===== config.mk =====
export PLATFORM = sky130hd
export DESIGN_NAME = jtoutrun_roadpxl
export DESIGN_NICKNAME = d
export VERILOG_FILES = /design/src/rtl/jtoutrun_road_pkg.sv /design/src/rtl/jtoutrun_road_lbuf.sv /design/src/rtl/jtoutrun_roadpxl.sv
export SDC_FILE = /design/constraint.sdc
export NUM_CORES = 2
export LEC_CHECK = 0
export BUFFER_PORTS_ARGS = -buffer_cell sky130_fd_sc_hd__buf_2
export CORE_MARGIN = 2
export CORE_UTILIZATION = 50
export DETAILED_ROUTE_END_ITERATION = 8
export GPL_ROUTABILITY_DRIVEN = 0
export GPL_TIMING_DRIVEN = 0
export PLACE_DENSITY = 0.7
export SLEW_MARGIN = 20
export SYNTH_ARGS = -nofsm -noshare
export SYNTH_HDL_FRONTEND = slang
export SYNTH_HIERARCHICAL = 1
export SYNTH_SLANG_ARGS = --single-unit

===== constraint.sdc =====
create_clock -name clk -period 5.3 [get_ports clk]
set_clock_uncertainty 0.05 [all_clocks]
set_input_delay 0.265 -clock clk [delete_from_list [all_inputs] [get_ports clk]]
set_output_delay 0.265 -clock clk [all_outputs]
set_load 0.05 [all_outputs]

===== src/rtl/jtoutrun_road_pkg.sv =====
// Shared types and control-word field positions for the Out Run road pixel generator.
package jtoutrun_road_pkg;

    typedef enum logic [2:0] {
        ST_IDLE,
        ST_RD0,
        ST_RD1,
        ST_FETCH,
        ST_DONE
    } road_st_t;

    localparam int EN_BIT         = 15;
    localparam int ROW_MSB        = 8;
    localparam int COL_LSB        = 9;
    localparam int COL_MSB        = 13;
    localparam int HPOS_MSB       = 8;
    localparam int WORDS_PER_LINE = 64;
    localparam int WORD_AW        = $clog2(WORDS_PER_LINE);

    // Pixel n of a ROM word sits in bits [15-2n -: 2]; 15-2n == {~n, 1}.
    function automatic logic [1:0] pick_pix(input logic [15:0] w, input logic [2:0] sel);
        return w[{~sel, 1'b1} -: 2];
    endfunction

endpackage


===== src/rtl/jtoutrun_road_lbuf.sv =====
// Double-banked road line buffer: FSM writes the back bank, scan-out reads the front bank.
module jtoutrun_road_lbuf
    import jtoutrun_road_pkg::*;
(
    input  logic               clk,
    input  logic               bank,
    input  logic               we,
    input  logic [WORD_AW-1:0] wr_addr,
    input  logic [15:0]        wr_data,
    input  logic               rd_en,
    input  logic [WORD_AW-1:0] rd_addr,
    output logic [15:0]        rd_data
);

    logic [15:0] mem [0:2*WORDS_PER_LINE-1];

    // Contents are deliberately not reset; the front enable hides them until a line is fetched.
    always_ff @(posedge clk) begin
        if (we) mem[{bank, wr_addr}] <= wr_data;
        if (rd_en) rd_data <= mem[{~bank, rd_addr}];
    end

endmodule


===== src/rtl/jtoutrun_roadpxl.sv =====
// Out Run road layer: per-line control fetch, ROM row fetch into a back buffer, offset scan-out.
// Optional JTOUTRUN_ROADPXL_LATECNT_EN adds st_late, a saturating count of late fetches.
//
//   state    | meaning
//   ST_IDLE  | after reset, waiting for the first hstart
//   ST_RD0   | road RAM address {vrender,0} presented
//   ST_RD1   | word 0 on ram_dout, address {vrender,1} presented
//   ST_FETCH | requesting ROM words 0..63 into the back bank
//   ST_DONE  | line prepared (or disabled), waiting for hstart
module jtoutrun_roadpxl
    import jtoutrun_road_pkg::*;
#(
    parameter int ROMW = 16
)(
    input  logic            clk,
    input  logic            rst,
    input  logic            pxl_cen,
    input  logic            hstart,
    input  logic            LHBL,
    input  logic [8:0]      vrender,
    input  logic [8:0]      hdump,
    output logic [9:0]      ram_addr,
    input  logic [15:0]     ram_dout,
    output logic            rom_cs,
    output logic [ROMW-1:0] rom_addr,
    input  logic            rom_ok,
    input  logic [15:0]     rom_data,
    output logic [7:0]      pxl,
    output logic            pxl_en,
    output logic            late
`ifdef JTOUTRUN_ROADPXL_LATECNT_EN
    ,
    output logic [7:0]      st_late
`endif
);

    road_st_t st_q, st_d;

    logic [8:0]         row_q;
    logic [WORD_AW-1:0] word_q;
    logic               addr_new_q;
    logic               rd1_q;
    logic               bank_q;
    logic               bk_en_q, fr_en_q;
    logic [4:0]         bk_col_q, fr_col_q;
    logic [8:0]         bk_hpos_q, fr_hpos_q;

    logic accept, last_word, in_flight;
    logic unused_bits;

    assign unused_bits = ram_dout[14];

    assign in_flight = (st_q == ST_RD0) || (st_q == ST_RD1) || (st_q == ST_FETCH);
    // Request drops combinationally so hstart or reset withdraws it in the same cycle.
    assign rom_cs    = (st_q == ST_FETCH) & ~hstart & ~rst;
    assign accept    = rom_cs & rom_ok & ~addr_new_q;
    assign last_word = (word_q == WORD_AW'(WORDS_PER_LINE - 1));
    assign rom_addr  = ROMW'({row_q, word_q});

    always_comb begin
        st_d = st_q;
        if (hstart) begin
            st_d = ST_RD0;
        end else begin
            case (st_q)
                ST_IDLE:  st_d = ST_IDLE;
                ST_RD0:   st_d = ST_RD1;
                ST_RD1:   st_d = ram_dout[EN_BIT] ? ST_FETCH : ST_DONE;
                ST_FETCH: if (accept && last_word) st_d = ST_DONE;
                default:  st_d = st_q;
            endcase
        end
    end

    always_ff @(posedge clk) begin
        if (rst) st_q <= ST_IDLE;
        else     st_q <= st_d;
    end

    always_ff @(posedge clk) begin
        if (rst) begin
            ram_addr   <= '0;
            row_q      <= '0;
            word_q     <= '0;
            addr_new_q <= 1'b0;
            rd1_q      <= 1'b0;
            bank_q     <= 1'b0;
            bk_en_q    <= 1'b0;
            bk_col_q   <= '0;
            bk_hpos_q  <= '0;
            fr_en_q    <= 1'b0;
            fr_col_q   <= '0;
            fr_hpos_q  <= '0;
            late       <= 1'b0;
        end else begin
            late       <= hstart & in_flight;
            rd1_q      <= (st_q == ST_RD1) & ~hstart;
            // rom_ok is not trusted in the first cycle after the address moves.
            addr_new_q <= ~hstart & ((st_q == ST_RD1) | accept);
            if (hstart) begin
                bank_q    <= ~bank_q;
                fr_en_q   <= bk_en_q;
                fr_col_q  <= bk_col_q;
                fr_hpos_q <= bk_hpos_q;
                bk_en_q   <= 1'b0;
                ram_addr  <= {vrender, 1'b0};
            end else begin
                if (st_q == ST_RD0) ram_addr <= {vrender, 1'b1};
                if (st_q == ST_RD1) begin
                    bk_en_q <= ram_dout[EN_BIT];
                    row_q   <= ram_dout[ROW_MSB:0];
                    word_q  <= '0;
                end
                if (rd1_q) begin
                    bk_col_q  <= ram_dout[COL_MSB:COL_LSB];
                    bk_hpos_q <= ram_dout[HPOS_MSB:0];
                end
                if (accept) word_q <= word_q + 1'b1;
            end
        end
    end

    logic [8:0]  scan_x;
    logic [15:0] rd_data;
    logic [2:0]  psel_q;
    logic        lhbl_q;
    logic [1:0]  pix;
    logic        pix_on;

    assign scan_x = hdump + fr_hpos_q;

    jtoutrun_road_lbuf u_lbuf (
        .clk     (clk),
        .bank    (bank_q),
        .we      (accept),
        .wr_addr (word_q),
        .wr_data (rom_data),
        .rd_en   (pxl_cen),
        .rd_addr (scan_x[8:3]),
        .rd_data (rd_data)
    );

    assign pix    = pick_pix(rd_data, psel_q);
    assign pix_on = lhbl_q & fr_en_q & (pix != 2'd0);

    // Pixel select and blanking travel alongside the buffer read so all three line up.
    always_ff @(posedge clk) begin
        if (rst) begin
            psel_q <= '0;
            lhbl_q <= 1'b0;
            pxl    <= '0;
            pxl_en <= 1'b0;
        end else if (pxl_cen) begin
            psel_q <= scan_x[2:0];
            lhbl_q <= LHBL;
            pxl_en <= pix_on;
            pxl    <= pix_on ? {1'b0, fr_col_q, pix} : 8'd0;
        end
    end

`ifdef JTOUTRUN_ROADPXL_LATECNT_EN
    always_ff @(posedge clk) begin
        if (rst)                         st_late <= '0;
        else if (late && st_late != 8'hFF) st_late <= st_late + 8'd1;
    end
`endif

endmodule

==> metrics.md <==
| Metric | Value |
|---|---|
| Area grow syn2layout | 15.69% |
| Register area | between 60000 and 70000 um^2 |
| Hold endpoint | lhbl_q |
| Routed length per instance | 31.64 um |
| Clock sink total | 2138 |
| Hold Startpoint | LHBL |
| Share of cells above drive strength 1 | 0.3548 |
| Max_cap viols | 0 |
| Congestion Overflow GR | 0 |
| Max VDD drop | ~0.00027 V |
| Clk_lat worst skew | 0.84 ns |
| Die ar. | 167500 um^2 |
| Library cells used by synthesis | 58 |
| First-pass GRT wire length | roughly 290000 um |
| Pins Over Slew Limit | 0 |
| Rel. slew slack | 0.2454 |
| Fraction of synthesis flops using an asynchronous set or reset pin | 0 |
| RSZ-0062 raised after global routing | false |
| Initial antenna violation count | 12 |
| Tcrit/Tclk final | 0.9741 |
| TritonCTS Buffers | 202 |
| Adder-Cell Fraction of Synth Area | 0.001615 |
| Final wirelength | about 200000 um |
| Via count | about 39000 |
| Area of the multi-input gates | 18190 um^2 |
| Cell area after synthesis | 82130 um^2 |
| Vias in the first global route | slightly below 40000 |
| Die Width | 409.3 um |
| Slew @ Worst Pin | 1.132 ns |
| CTS max path bufs | 3 |
| Top FF cell, synth | edfxtp_1 |
| Mux contribution to synthesized area | 0.1917 |
| HPWL after detailed placement | 135500 um |
| # H-tree levels | 4 |
| Synth area leaders | edfxtp_1, mux4_2, dfxtp_1 |
| Post-synth top cells | edfxtp_1, mux4_2, nor2_1, clkbuf_1 |
| GR Util All Layers | 0.2411 |
| Compound-Gate Fraction of Synth Area | 0.005606 |
| R2R cell count | 12 |
| LEAKAGE | 29.72 nW |
| Worst-path fanout max | 10 |
| Power density over the cells | 365.3 nW/um^2 |
| Worst path required time | 5.82 ns |
| Fin nets | 4031 |
| DR pass1 iterations | 5 |
| WS Path Type | reg -> reg |
| Reg-to-reg slack, setup | 0.14 ns |
| Cells after Synth | 3460 |
| Core Region | 163000 um^2 |
| WP data arrival | between 5 and 6 ns |
| Worst r2r dst | u_lbuf/rd_data[1] |
| Most numerous cell in the Yosys netlist | edfxtp_1 |
| Hold Violations, Final | 0 |
| Ys Warns | 6 |
| Drt initial violations | 5307 |
| Fillers | ~11000 |
| Setup Viol. Count Final | 0 |
| FF+latch count, synth | 2138 |
| Largest net degree at the start of global routing | 81 |
| CTS root buffer | clkbuf_16 |
| I/O Buffers | 88 |
| R2R Path Start | fr_hpos_q[1] |
| CP startpoint kind | flop |
| Simple-gate share of the synthesized area | 0.01725 |
| Min cycle time layout | around 5.2 ns |
| Final instance area | 95010 um^2 |
| CTS tree | yes |
| DIE HEIGHT | ~400 um |
| Main combinational cell family by area after synthesis | multiplexers |
| Highest clock rate | 193.7 MHz |
| Post-DRT Antenna Nets | 0 |
| Starting Density | 0.5040 |
| XOR/XNOR Fraction of Synth Area | 0.0009598 |
| DR DRC count | 0 |
| EDFF count, synth | a little over 2000 |
| Top Ports | 93 |
| Hold Crit Class | in -> reg |
| Vias per cell | 6.221 |
| Status | completed |
| Row Count | 148 |
| Crit end category | flop |
| Fin util | 0.5831 |
| Sequential share of the synthesized area | 0.7727 |
| Hold Path Stages | 4 |
| Syn avg cell area | between 20 and 25 um^2 |
| Cell Area, Placed | 87740 um^2 |
| Top cell type's share of synthesized area | 0.7547 |
| Leading area contributor after synthesis | edfxtp_1 |
| Worst-path clk slew | approximately 0.070 ns |
-- per-layer routing --
| layer | track usage | part of all wire | vias to the layer above |
|---|---|---|---|
| li1 | - | - | 15846 |
| met1 | 0.3360 | 0.38 | 21020 |
| met2 | 0.3856 | 0.49 | 2096 |
| met3 | 0.04792 | 0.094 | 352 |
| met4 | 0.08145 | 0.035 | 6 |
| met5 | 0 | 0.00019 | - |
-- worst max-delay path by stage --
stage / startpoint / end / slack [ns] / depth (start not counted)
final: fr_hpos_q[1] / u_lbuf/rd_data[1] / 0.14 / 12
after global placement: hdump[1] / u_lbuf/rd_data[11] / -1.00 / 13
after floorplan: fr_hpos_q[0] / u_lbuf/rd_data[0] / 1.23 / 10
after CTS: fr_hpos_q[1] / u_lbuf/rd_data[5] / 0.16 / 12
after global routing: fr_hpos_q[1] / u_lbuf/rd_data[9] / 0.02 / 12
after detailed placement: hdump[1] / u_lbuf/rd_data[7] / -0.35 / 13
-- state kept, by name (all words and copies together) (netlist names), 3 cells and up --
signal          flops
fr_hpos_q           9
ram_addr           10
bk_col_q            5
st_q                3
fr_col_q            5
bk_hpos_q           9
psel_q              3
u_lbuf/rd_data     16
row_q               9
word_q              6
u_lbuf/mem       2048
pxl                 7
-- critical path: stages (launching register included) --
cell and delay (ns):
dfxtp_1 0.38, ha_1 0.25, a21oi_1 0.23, o211ai_1 0.16, nor2_1 0.14, xnor2_1 0.13
clkbuf_2 0.35, clkbuf_2 0.63, buf_1 0.74, mux4_2 0.47, mux4_2 0.52, mux4_2 0.55
mux2_2 0.30
-- area by class of cell --
cell class              count  area share
flip-flops and latches   2138      0.6679
multi-input cells        1132      0.1915
clock buffers             265     0.05697
repair buffers            300     0.03276
well taps                2175     0.02864
clock inverters           112     0.01258
plain buffers             188    0.009336
diodes                      8   0.0002107
inverters                   3   0.0001185
-- cells by family (layout without fill, tap and decap cells) --
kind of cell | Yosys count | after routing
multiplexers | 724 | 724
buffers and inverters | 191 | 868
AO/OA/AOI/OAI | 69 | 69
adder cells (fa/ha/maj) | 10 | 10
other | 1 | 10
AND/OR/NAND/NOR | 318 | 318
XOR/XNOR | 9 | 9
flip-flops | 2138 | 2138
-- power breakdown --
group	switching, mW	internal, mW	total [mW]
Combinational	1.11	0.734	1.85
Sequential	0.0203	18.5	18.6
Clock	6.18	8.11	14.3
-- metrics by stage --
step / power, mW / TNS [ns] / setup slack [ns] / hold WS [ns] / std cells
after floorplan: 19.85 / 0 / 1.235 / 0.3139 / 3461
after global placement: 20.67 / -13.83 / -1.005 / 0.3862 / 5724
after detailed placement: 20.72 / -4.913 / -0.3504 / 0.3893 / 5876
after CTS: 34.91 / 0 / 0.1614 / 0.1121 / 6313
after global routing: 35.58 / 0 / 0.02264 / 0.1619 / 6315
final: 34.71 / 0 / 0.1375 / 0.1703 / 6321
-- placed cells by master, fill, tap and decap left out, drive strengths merged, types with 14 or more instances in the layout --
cell	n
dlygate4sd3	60
edfxtp	2064
nor3	14
buf	325
nand3	17
a21oi	35
dfxtp	74
mux4	677
bufinv	18
nor2	164
mux2	16
mux2i	31
clkbuf	365
nor2b	16
nand2	74
clkinv	84
-- what timing repair did --
item,in CTS,in global routing
cloned,0,0
hold buffers,60,0
gates resized for setup,12,12
setup endpoints to repair,16,13
hold endpoints to repair,980,0
buffers inserted,0,0
No activity file was read; power rests on OpenSTA's default activity.
